--- src/rtl/spi_defs.sv ---
// Shared definitions for the SPI serial-clock engine and related timing blocks.
// Holds FSM state encodings, default widths and SPI mode encodings.
// No logic; constants only.
package spi_defs;

    localparam int DEF_DIV_W = 16;
    localparam int DEF_LEN_W = 7;

    // Engine FSM states
    localparam logic [1:0] ST_IDLE = 2'd0;
    localparam logic [1:0] ST_RUN  = 2'd1;
    localparam logic [1:0] ST_TAIL = 2'd2;

    // SPI modes as {cpol, cpha}
    localparam logic [1:0] MODE0 = 2'b00;
    localparam logic [1:0] MODE1 = 2'b01;
    localparam logic [1:0] MODE2 = 2'b10;
    localparam logic [1:0] MODE3 = 2'b11;

endpackage

--- src/rtl/spi_half_period_cnt.sv ---
// Loadable down-counter with zero flag; reloads itself when enabled at zero.
// Latency: load/decrement visible the cycle after; zero flag is combinational.
// No backpressure: counts whenever enabled.
module spi_half_period_cnt #(
    parameter int W = 16
) (
    input  logic         clk_in,
    input  logic         rst,
    input  logic         i_load,
    input  logic [W-1:0] i_load_val,
    input  logic         i_en,
    input  logic [W-1:0] i_reload_val,
    output logic         o_zero
);

    localparam logic [W-1:0] ONE = {{(W-1){1'b0}}, 1'b1};

    logic [W-1:0] r_cnt;

    // Explicit load wins; otherwise count down and wrap to the reload value at zero
    always_ff @(posedge clk_in or posedge rst) begin
        if (rst) begin
            r_cnt <= '1;
        end else if (i_load) begin
            r_cnt <= i_load_val;
        end else if (i_en) begin
            if (r_cnt == '0) begin
                r_cnt <= i_reload_val;
            end else begin
                r_cnt <= r_cnt - ONE;
            end
        end
    end

    assign o_zero = (r_cnt == '0);

endmodule

--- src/rtl/spi_sclk_engine.sv ---
// SPI master SCLK generator: all four modes, programmable divider and bit count.
// Latency: edge k registers k*(divider+1) cycles after start; done after one extra half-period.
// No backpressure: start is dropped unless idle; abort returns to idle next cycle.
module spi_sclk_engine
    import spi_defs::*;
#(
    parameter int DIV_W = DEF_DIV_W,
    parameter int LEN_W = DEF_LEN_W
) (
    input  logic             clk_in,
    input  logic             rst,
    input  logic             i_start,
    input  logic             i_abort,
    input  logic [DIV_W-1:0] i_divider,
    input  logic [LEN_W-1:0] i_len,
    input  logic             i_cpol,
    input  logic             i_cpha,
    output logic             o_sclk,
    output logic             o_sample_stb,
    output logic             o_shift_stb,
    output logic             o_busy,
    output logic             o_done,
    output logic [LEN_W-1:0] o_bit_cnt
);

    localparam logic [LEN_W+1:0] EDGE_ONE = {{(LEN_W+1){1'b0}}, 1'b1};
    localparam logic [LEN_W-1:0] BIT_ONE  = {{(LEN_W-1){1'b0}}, 1'b1};

    logic [1:0]       r_state;
    logic [DIV_W-1:0] r_div;
    logic [LEN_W-1:0] r_len;
    logic             r_cpol;
    logic             r_cpha;
    logic [LEN_W+1:0] r_edge_cnt;
    logic             r_sclk;
    logic             r_sample_stb;
    logic             r_shift_stb;
    logic             r_busy;
    logic             r_done;
    logic [LEN_W-1:0] r_bit_cnt;

    logic             w_load;
    logic             w_cnt_en;
    logic             w_zero;
    logic [LEN_W:0]   w_nbits;
    logic [LEN_W+1:0] w_two_n;
    logic [LEN_W+1:0] w_k;
    logic             w_leading;
    logic             w_last;
    logic             w_samp_edge;
    logic             w_shift_edge;

    assign w_load   = (r_state == ST_IDLE) && i_start && !i_abort;
    assign w_cnt_en = (r_state != ST_IDLE) && !i_abort;

    spi_half_period_cnt #(
        .W (DIV_W)
    ) u_half_cnt (
        .clk_in       (clk_in),
        .rst          (rst),
        .i_load       (w_load),
        .i_load_val   (i_divider),
        .i_en         (w_cnt_en),
        .i_reload_val (r_div),
        .o_zero       (w_zero)
    );

    // len==0 means 2^LEN_W bits, which is exactly the extra MSB set with zero low bits
    assign w_nbits      = {(r_len == '0), r_len};
    assign w_two_n      = {w_nbits, 1'b0};
    assign w_k          = r_edge_cnt + EDGE_ONE;
    assign w_leading    = w_k[0];
    assign w_last       = (w_k == w_two_n);
    assign w_samp_edge  = r_cpha ? ~w_leading : w_leading;
    // In cpha=0 the first bit is already on MOSI, so the final trailing edge has nothing to shift
    assign w_shift_edge = r_cpha ? w_leading : (~w_leading & ~w_last);

    // Transfer FSM: latches configuration, toggles SCLK on half-period expiry, emits strobes
    always_ff @(posedge clk_in or posedge rst) begin
        if (rst) begin
            r_state      <= ST_IDLE;
            r_div        <= '0;
            r_len        <= '0;
            r_cpol       <= 1'b0;
            r_cpha       <= 1'b0;
            r_edge_cnt   <= '0;
            r_sclk       <= 1'b0;
            r_sample_stb <= 1'b0;
            r_shift_stb  <= 1'b0;
            r_busy       <= 1'b0;
            r_done       <= 1'b0;
            r_bit_cnt    <= '0;
        end else begin
            r_sample_stb <= 1'b0;
            r_shift_stb  <= 1'b0;
            r_done       <= 1'b0;
            if (i_abort) begin
                r_state <= ST_IDLE;
                r_sclk  <= r_cpol;
                r_busy  <= 1'b0;
            end else begin
                case (r_state)
                    ST_IDLE: begin
                        r_sclk <= i_cpol;
                        if (i_start) begin
                            r_div      <= i_divider;
                            r_len      <= i_len;
                            r_cpol     <= i_cpol;
                            r_cpha     <= i_cpha;
                            r_edge_cnt <= '0;
                            r_bit_cnt  <= '0;
                            r_busy     <= 1'b1;
                            r_state    <= ST_RUN;
                        end
                    end
                    ST_RUN: begin
                        if (w_zero) begin
                            r_sclk       <= ~r_sclk;
                            r_edge_cnt   <= w_k;
                            r_sample_stb <= w_samp_edge;
                            r_shift_stb  <= w_shift_edge;
                            if (w_samp_edge) begin
                                r_bit_cnt <= r_bit_cnt + BIT_ONE;
                            end
                            if (w_last) begin
                                r_state <= ST_TAIL;
                            end
                        end
                    end
                    ST_TAIL: begin
                        if (w_zero) begin
                            r_done  <= 1'b1;
                            r_busy  <= 1'b0;
                            r_state <= ST_IDLE;
                        end
                    end
                    default: begin
                        r_state <= ST_IDLE;
                        r_busy  <= 1'b0;
                    end
                endcase
            end
        end
    end

    assign o_sclk       = r_sclk;
    assign o_sample_stb = r_sample_stb;
    assign o_shift_stb  = r_shift_stb;
    assign o_busy       = r_busy;
    assign o_done       = r_done;
    assign o_bit_cnt    = r_bit_cnt;

endmodule

--- config.mk ---
export PLATFORM = sky130hd
export DESIGN_NAME = spi_sclk_engine
export DESIGN_NICKNAME = d
export VERILOG_FILES = /design/src/rtl/spi_defs.sv /design/src/rtl/spi_half_period_cnt.sv /design/src/rtl/spi_sclk_engine.sv
export SDC_FILE = /design/constraint.sdc
export NUM_CORES = 1
export LEC_CHECK = 0
export BUFFER_PORTS_ARGS = -buffer_cell sky130_fd_sc_hd__buf_4
export CORE_UTILIZATION = 40
export CTS_CLUSTER_SIZE = 28
export DETAILED_ROUTE_END_ITERATION = 8
export PLACE_DENSITY_LB_ADDON = 0.2
export SLEW_MARGIN = 20
export SYNTH_ARGS = -nofsm -noshare
export SYNTH_HDL_FRONTEND = slang
export SYNTH_SLANG_ARGS = --single-unit
--- constraint.sdc ---
create_clock -name clk_in -period 2.4 [get_ports clk_in]
set_input_delay 0.12 -clock clk_in [delete_from_list [all_inputs] [get_ports clk_in]]
set_output_delay 0.12 -clock clk_in [all_outputs]
set_load 0.02 [all_outputs]
Yosys cells after proc, flatten, opt, wreduce, memory -nomap -nowiden
Index checks and enable logic that the tools add are counted.

Register bits after elaboration: 64. Input port bits: 29. Output and inout port bits: 12.

Add/sub/neg operators: 3. Eq/ne operators: 11. Muxes and demuxes: 34. Bitwise operators: 5. Reduce and logical (&&, ||, !) cells: 17.

Operators by type and width (number): $mux 16 (3); $mux 7 (3); $mux 9 (2); $pmux 9 s2 (1); $logic_not 16->1 (1); $mux 1 (16); $sub 16x1->16 const B (1); $pmux 7 s2 (1); $mux 2 (5); $add 9x1->9 const B (1); $eq 9x9->1 (1); $reduce_and 4->1 (2); $add 7x1->7 const B (1); $logic_not 7->1 (1); $ne 2x2->1 const B (3); $ne 3x2->1 const B (2); $ne 3x3->1 const B (2); $pmux 2 s3 (1); $reduce_and 3->1 (2); $reduce_bool 2->1 (3); $reduce_and 5->1 (1); $not 1->1 (4); $logic_and 1x1->1 (3); $pmux 1 s3 (1); other kinds (9) (9).

Depth between registers and ports, before layout
Gate-level depths: netlist (run 1).

Depth after elaboration: 8. Depth in mapped cells: 9.

By module
From an unflattened synthesis (run 1), not the netlist that was laid out.

Cells, all modules: 373. Area total of the unflattened synthesis: 3682.3 µm².

Modules (own cells, without submodules): spi_sclk_engine (instances 1, cells each 211, area each 2272.2 µm², sequential area each 1201.2 µm²); spi_half_period_cnt (instances 1, cells each 162, area each 1410.1 µm², sequential area each 420.4 µm²).

Least setup slack after synthesis (run 1)
No wires, ideal clock.

Path kind: reg2reg. Start point: register u_half_cnt.r_cnt[0]. End point: register u_half_cnt.r_cnt[14]. Library setup time: 63 ps. Data arrival time: 2015 ps. Path slack: 322 ps. Stages on the path, launching flop included: 9. Path buffers: 1. Clock period less this slack: 2078 ps. Cells stage by stage: dfstp_2 -> inv_1 -> ha_1 -> nor4b_1 -> and4_1 -> buf_4 -> or4_1 -> nand4b_1 -> o221a_1.

Longest elaborated chain between the ends: 4. Elaborated cells between the ends (all ways): 5.

Ends and longest elaborated chain: start: declaration (line spi_half_period_cnt.sv:18) `logic [W-1:0] r_cnt;`; start signal: assignment (line spi_half_period_cnt.sv:25) `r_cnt <= i_load_val;`; start signal: assignment (line spi_half_period_cnt.sv:28) `r_cnt <= i_reload_val;`; start signal: assignment (line spi_half_period_cnt.sv:30) `r_cnt <= r_cnt - ONE;`; $sub 16x1->16 or $logic_not 16->1 (tied branches) (line spi_half_period_cnt.sv:30, spi_half_period_cnt.sv:27); $mux 16 * (line spi_half_period_cnt.sv:27) `if (r_cnt == '0) begin`; $mux 16 * (line spi_half_period_cnt.sv:26) `end else if (i_en) begin`; $mux 16 * (line spi_half_period_cnt.sv:24) `end else if (i_load) begin`.

Every way passes the cells marked *; elsewhere a longest branch is shown, timed or not. The select of a mux whose other input is x is not followed. A chain may end at the register's enable or synchronous reset.

Worst setup path in the final report (run 1)
Start point: register r_edge_cnt[0]. End point: register r_shift_stb (netlist: o_shift_stb).

Longest elaborated chain between the ends: 8. Elaborated cells between the ends (all ways): 9.

Ends and longest elaborated chain: start: declaration (line spi_sclk_engine.sv:34) `logic [LEN_W+1:0] r_edge_cnt;`; start signal: assignment (line spi_sclk_engine.sv:119) `r_edge_cnt <= w_k;`; $add 9x1->9 * (line spi_sclk_engine.sv:71) `assign w_k = r_edge_cnt + EDGE_ONE;`; $eq 9x9->1 (line spi_sclk_engine.sv:73) `assign w_last = (w_k == w_two_n);`; $not 1->1 (line spi_sclk_engine.sv:76) `assign w_shift_edge = r_cpha ? w_leading : (~w_leading & ~w_last);`; $and 1x1->1 (line spi_sclk_engine.sv:76); $mux 1 * (line spi_sclk_engine.sv:76); $mux 1 * (line spi_sclk_engine.sv:117) `if (w_zero) begin`; $mux 1 * (line spi_sclk_engine.sv:102) `case (r_state)`; $mux 1 * (line spi_sclk_engine.sv:97) `if (i_abort) begin`; end signal: assignment (line spi_sclk_engine.sv:121) `r_shift_stb <= w_shift_edge;`; end: declaration (line spi_sclk_engine.sv:37) `logic r_shift_stb;`.

Every way passes the cells marked *; elsewhere a longest branch is shown, timed or not.

==> results.yml, run 1 <==
finish:
  n_antenna_cell: 0
  nNetsFinal: 509
  area_growth_syn_to_layout_pct: 24.83
  final_util_pct: 52.18
  drive_gt1_share_pct: 22.45
  design_area_sq_um: 4617
cts:
  cts_tree: "yes"
  numCtsBuffers: 9
  post_cts_buffers: 0
  cts_num_sinks: 64
  htreeDepth: 3
  insertion_delay_ns: 0.34
  clockRootBuffer: "clkbuf_8"
  cts.reportedPaths.clkPinSlew_ns: 0.08
  clk_path_buf_depth: 2
critical_path:
  cp-start-kind: "flop"
  worst-path-max-fanout: 8
  r2r_cells: 6
  r2r-end: "o_shift_stb"
  cp.required_ns: 2.63
  crit_arrival_ns: 2.43
  reg2reg_slack_ns: 0.20
  timing.rr.start: "r_edge_cnt[0]"
  crit_type: "reg -> reg"
  crit_start: "r_edge_cnt[0]"
  endpoint_kind: "flop"
global_route:
  grtUsageTotal_pct: 20.56
  first_global_vias: 3240
  grt_pass1_wl_um: 15930
  grt-ovfl-total: 0
  antenna_found_initial: 0
  grt_start_max_net_pins: 43
timing:
  setup_viol: 0
  worst_pin_slew_ns: 0.5588
  slew_headroom_pct: 62.69
  fin_crit_sh_pct: 91.58
  finalHoldViolCount: 0
  tns_ns: 0
  finClkSkew_ns: 0.007228
  period_needed_ns: 2.198
  clock.fmax_ghz: 0.4550
  hold_ws_ns: 0.02832
  maxSlewViolCount: 0
  rsz0062_at_grt: "no"
floorplanning:
  die_h_um: 98.16
  die_x_um: 98.16
  num_io_pins: 41
  coreArea_sq_um: 8848
  start_util_pct: 41.80
  dieArea_sq_um: 9635
  placementRows: 34
power_and_ir_drop:
  internal-power_uw: 2259
  seq_power_share_pct: 46.1
  switching_share_pct: 30.65
  ir_drop_v: 0.0005425
  power_density_nw_per_um2: 705.5
  power_frac_comb_pct: 21.6
  p_clk_share_pct: 32.4
  power_switching_uw: 998.4
  p_leak_uw: 0.002019
logic_synthesis:
  synth_edf_count: 0
  synth_cells: 411
  yosys_warnings: 0
  yosysSeqAreaShare_pct: 43.84
  synthArstFlopShare_pct: 100.0
  synth_fp_nets: 444
  synth_ff_type: "dfrtp_1"
  synth_seq_cells: 64
  avgSynthCellArea_sq_um: 8.999
  synth_cell_types: 67
  mappedNetlistArea_sq_um: 3699
placement:
  hpwl_um: 6174
  io_buffers: 40
  place_area_sq_um: 4153
  gp_congestion: 0.8086
min_path:
  min_from: "i_divider[10]"
  hold_class: "in -> reg"
  worstHoldPathCells: 3
  hold_end: "r_div[10]"
detailed_routing:
  vias_per_cell: 5.567
  vias: 3279
  drc_errors: 0
  routed_wl_um: 9324
  drtAntennaViolNets: 0
  drt_first_pass_iters: 6
  drtIter0Drc: 193
  wire_per_inst_um: 15.83
outcome:
  run_status: "finished, final reports clean"
job:
  cap_violations: 0
[layout make-up]
| cell class | count | area (sq um) |
|---|---|---|
| Clock inverter | 5 | 80.08 |
| Fill cell | 847 | 4232 |
| Clock buffer | 11 | 141.4 |
| Inverter | 9 | 33.78 |
| Sequential cell | 64 | 1622 |
| Tap cell | 108 | 135.1 |
| Multi-Input combinational cell | 310 | 1917 |
| Timing Repair Buffer | 82 | 688.2 |
[routing by layer]
layer | GRT usage, % | wire [um]
met3 | 3.794 | 348
met4 | 6.200 | 99
met2 | 34.02 | 4565
met5 | 0 | 0
met1 | 27.43 | 4311
[critical path, stage by stage, from the launching register on]
cell and delay [ns]:
dfrtp_1 0.50, ha_1 0.31, and4_1 0.33, and4_1 0.29, and3_4 0.22, a2111oi_4 0.06
a2111oi_2 0.37
[cell families after synthesis]
logic type | synth area share, %
compound gates | 20.16
xor+xnor | 3.552
fa+ha+maj | 1.353
buf+inv | 4.635
flops | 43.84
mux | 1.387
simple gates | 25.07
[cell usage in the layout (no fill, tap or decap), drive strengths merged, types with 3 or more instances in the layout]
cell type,synthesis,routed
nand3,9,9
nor2,22,22
nor3,9,9
o211ai,10,10
clkbuf,17,11
mux2i,4,4
xnor2,9,9
a21oi,19,19
a211oi,6,6
nand2b,5,5
o31ai,6,6
o21a,3,3
xor2,6,6
nor4b,5,5
buf,11,58
nand2,96,96
and4,5,5
dfrtp,48,48
dlygate4sd3,0,24
nand4,3,3
a31oi,12,12
dfstp,16,16
inv,9,9
o21ai,19,19
a221o,3,3
nor4,5,5
ha,4,4
or3,4,4
o22ai,4,4
a22o,7,7
and3,5,5
or4,4,4
[stage by stage]
stage                     total power, uW  std cells  worst slack (ns)
after global placement               2168        549            0.2224
after global routing                 3437        589           0.02078
after CTS                            3288        589           0.08804
after detailed placement             2192        549            0.1340
final                                3257        589            0.2021
after floorplan                      1972        411            0.3224
[Yosys cell counts, types with 7 or more instances]
cell / number / area (sq um)
nand2_1: 96 / 360.4
dfrtp_1: 48 / 1201
nor2_1: 22 / 82.58
a21oi_1: 18 / 90.09
clkbuf_1: 17 / 63.81
dfstp_2: 16 / 420.4
o21ai_0: 12 / 60.06
a31oi_1: 11 / 68.82
o211ai_1: 10 / 75.07
inv_1: 9 / 33.78
nor3_1: 9 / 45.04
xnor2_1: 9 / 78.83
nand3_1: 8 / 40.04
o21ai_1: 7 / 35.03
[power by group through the flow]
stage	combinational (uW)	clock [uW]	sequential (uW)
2_1_floorplan	503	0	1470
3_3_place_gp	656	0	1510
3_5_place_dp	672	0	1520
4_1_cts	707	1080	1500
5_1_grt	787	1120	1530
6_report	703	1050	1500
[sequential cells by signal, summed over array words and instances (netlist names)]
name / cells
o_sample_stb: 1
r_cpha: 1
o_bit_cnt: 7
r_div: 16
r_len: 7
u_half_cnt.r_cnt: 16
o_done: 1
o_sclk: 1
o_shift_stb: 1
o_busy: 1
r_cpol: 1
r_state: 2
r_edge_cnt: 9
[worst max-delay path by stage]
stage / endpoint / cells past startpoint / slack [ns]
after global routing: o_shift_stb / 6 / 0.02
after floorplan: u_half_cnt.r_cnt[14] / 8 / 0.32
after CTS: o_bit_cnt[3] / 7 / 0.09
after detailed placement: o_bit_cnt[3] / 7 / 0.13
final: o_shift_stb / 6 / 0.20
after global placement: u_half_cnt.r_cnt[13] / 7 / 0.22
[timing repair]
item	CTS	global route
gates resized for setup	0	2
hold endpoints to repair	36	0
endpoints found under the setup margin	0	6
hold buffers	24	0
Note: power is estimated with default switching activity, not from simulation.
==> run 2, diff against run 1 <==
--- a/config.mk
+++ b/config.mk
@@ -6,7 +6,8 @@
 export NUM_CORES = 1
 export LEC_CHECK = 0
 export BUFFER_PORTS_ARGS = -buffer_cell sky130_fd_sc_hd__buf_4
-export CORE_UTILIZATION = 40
+export CORE_MARGIN = 2
+export CORE_UTILIZATION = 45
 export CTS_CLUSTER_SIZE = 28
 export DETAILED_ROUTE_END_ITERATION = 8
 export PLACE_DENSITY_LB_ADDON = 0.2
==> results.yml, run 2 (synthesis gave the netlist of run 1 again) <==
placement:
  hpwl_um: 6012
  io_buffers: 40
  pre_cts_ws_ns: 0.08413
  gp_congestion: 0.8204
finish:
  top_regs: "r_div x16, u_half_cnt.r_cnt x16, r_edge_cnt x9"
  n_antenna_cell: 0
  layout_commonest_cell: "nand2_1"
  nNetsFinal: 511
  final_cell_mix: "nand2_1, buf_4, dfrtp_1"
  drive_gt1_share_pct: 22.98
  fill_cells: 783
  area_growth_syn_to_layout_pct: 24.05
  final_util_pct: 56.69
critical_path:
  endpoint_kind: "flop"
  cpPeakStageDelay_ns: 0.40
  crit_path_top_delay_cell: "dfstp_2"
  crit_chain: "inv_1, ha_1, nor4b_1, and4_4, a31oi_2, or3_1, a21oi_1"
  cp.required_ns: 2.67
  cp-start-kind: "flop"
  worst-path-max-fanout: 10
  crit_arrival_ns: 2.46
  crit_type: "reg -> reg"
global_route:
  grt-ovfl-total: 0
  grt_start_max_net_pins: 65
  first_global_vias: 3180
  grt_pass1_wl_um: 15050
  grtUsageTotal_pct: 21.55
  antenna_found_initial: 0
floorplanning:
  num_io_pins: 41
  coreArea_sq_um: 8093
  start_util_pct: 45.70
  die_x_um: 94.66
  die_h_um: 94.66
  placementRows: 33
  dieArea_sq_um: 8961
timing:
  finalHoldViolCount: 0
  maxSlewViolCount: 0
  setup_slack_ns: 0.2124
  tns_ns: 0
  setup_viol: 0
  slew_headroom_pct: 44.63
  finClkSkew_ns: 0.009758
  clock.fmax_ghz: 0.4571
  fin_crit_sh_pct: 91.15
  period_needed_ns: 2.188
  rsz0062_at_grt: "no"
  worst_pin_slew_ns: 0.8306
cts:
  cts_tree: "yes"
  clockRootBuffer: "clkbuf_8"
  insertion_delay_ns: 0.35
  cts_num_sinks: 64
  cts.reportedPaths.clkPinSlew_ns: 0.07
  htreeDepth: 3
  clk_path_buf_depth: 2
  numCtsBuffers: 9
power_and_ir_drop:
  power_density_nw_per_um2: 686.5
  p_leak_uw: 0.002019
  ir_drop_v: 0.0003686
detailed_routing:
  vias_per_cell: 5.490
  drc_errors: 0
  drt_first_pass_iters: 4
  wire_per_inst_um: 15.24
  drtAntennaViolNets: 0
  routed_wl_um: 8959
  vias: 3228
  drtIter0Drc: 232
min_path:
  hold_class: "in -> reg"
job:
  cap_violations: 0
outcome:
  run_status: "finished, final reports clean"
-- run 2: cell types whose count changed in the layout (fill, tap and decap cells not counted), sizes merged --
cell         before  now
clkinvlp          2    0
buf              58   62
clkinv            1    2
clkbuf           11   13
dlygate4sd3      24   22
bufinv            2    1
-- run 2: worst paths after layout --
kind / from / to / cells past startpoint / slack (ns)
worst max-delay path: u_half_cnt.r_cnt[0] / o_bit_cnt[4] / 7 / 0.21
worst min-delay path: i_divider[12] / r_div[12] / 3 / 0.01
worst max register to register: u_half_cnt.r_cnt[0] / o_bit_cnt[4] / 7 / 0.21
worst min register to register: r_div[3] / r_div[3] / 2 / 0.48
max in group asynchronous: rst / r_div[1] / 3 / 1.84
min in group asynchronous: rst / o_bit_cnt[6] / 3 / 0.02
-- run 2: critical path, delay by kind of cell, from the launching register on --
kind,cells,cell delay [ns]
buffers and inverters,1,0.08
flip-flops,1,0.40
AND/OR/NAND/NOR,3,1.10
adder cells (fa/ha/maj),1,0.16
AO/OA/AOI/OAI,2,0.37
-- run 2: area by class of cell --
cell class	count	area (sq um)	share of cell area (%)
clock buffer	13	158.9	3.463
tap	105	131.4	2.863
clock inverter	3	40.04	0.8726
timing repair buffer	84	685.7	14.94
multi-input combinational	310	1917	41.78
inverter	9	33.78	0.7363
sequential	64	1622	35.34
-- run 2: metal layers --
layer  GRT usage, %  wire length, um  share of wire, %
met5              0                0                 0
met3          3.990              286               3.2
met4          7.850              131               1.5
met2          35.22             4291                48
met1          28.58             4250                47
-- run 2: timing repair --
action / 4_1_cts / 5_1_grt
hold buffers: 22 / 0
gates resized for setup: 0 / 2
buffers inserted: 0 / 2
setup endpoints to repair: 0 / 8
endpoints found under the hold margin: 22 / 0
-- run 2: through the flow --
step                      cell area [sq um]  hold WS [ns]  power [uW]  cells
after floorplan                        3699        0.2254        1972    411
after global placement                 4151        0.3132        2169    548
after detailed placement               4151        0.3153        2187    548
after CTS                              4571      0.009460        3170    586
after global routing                   4588       0.01981        3332    588
final                                  4588       0.01347        3150    588
-- run 2: report_power, final --
part	internal, uW	switching, uW
registers	1300	196
logic	344	355
clock network	534	418
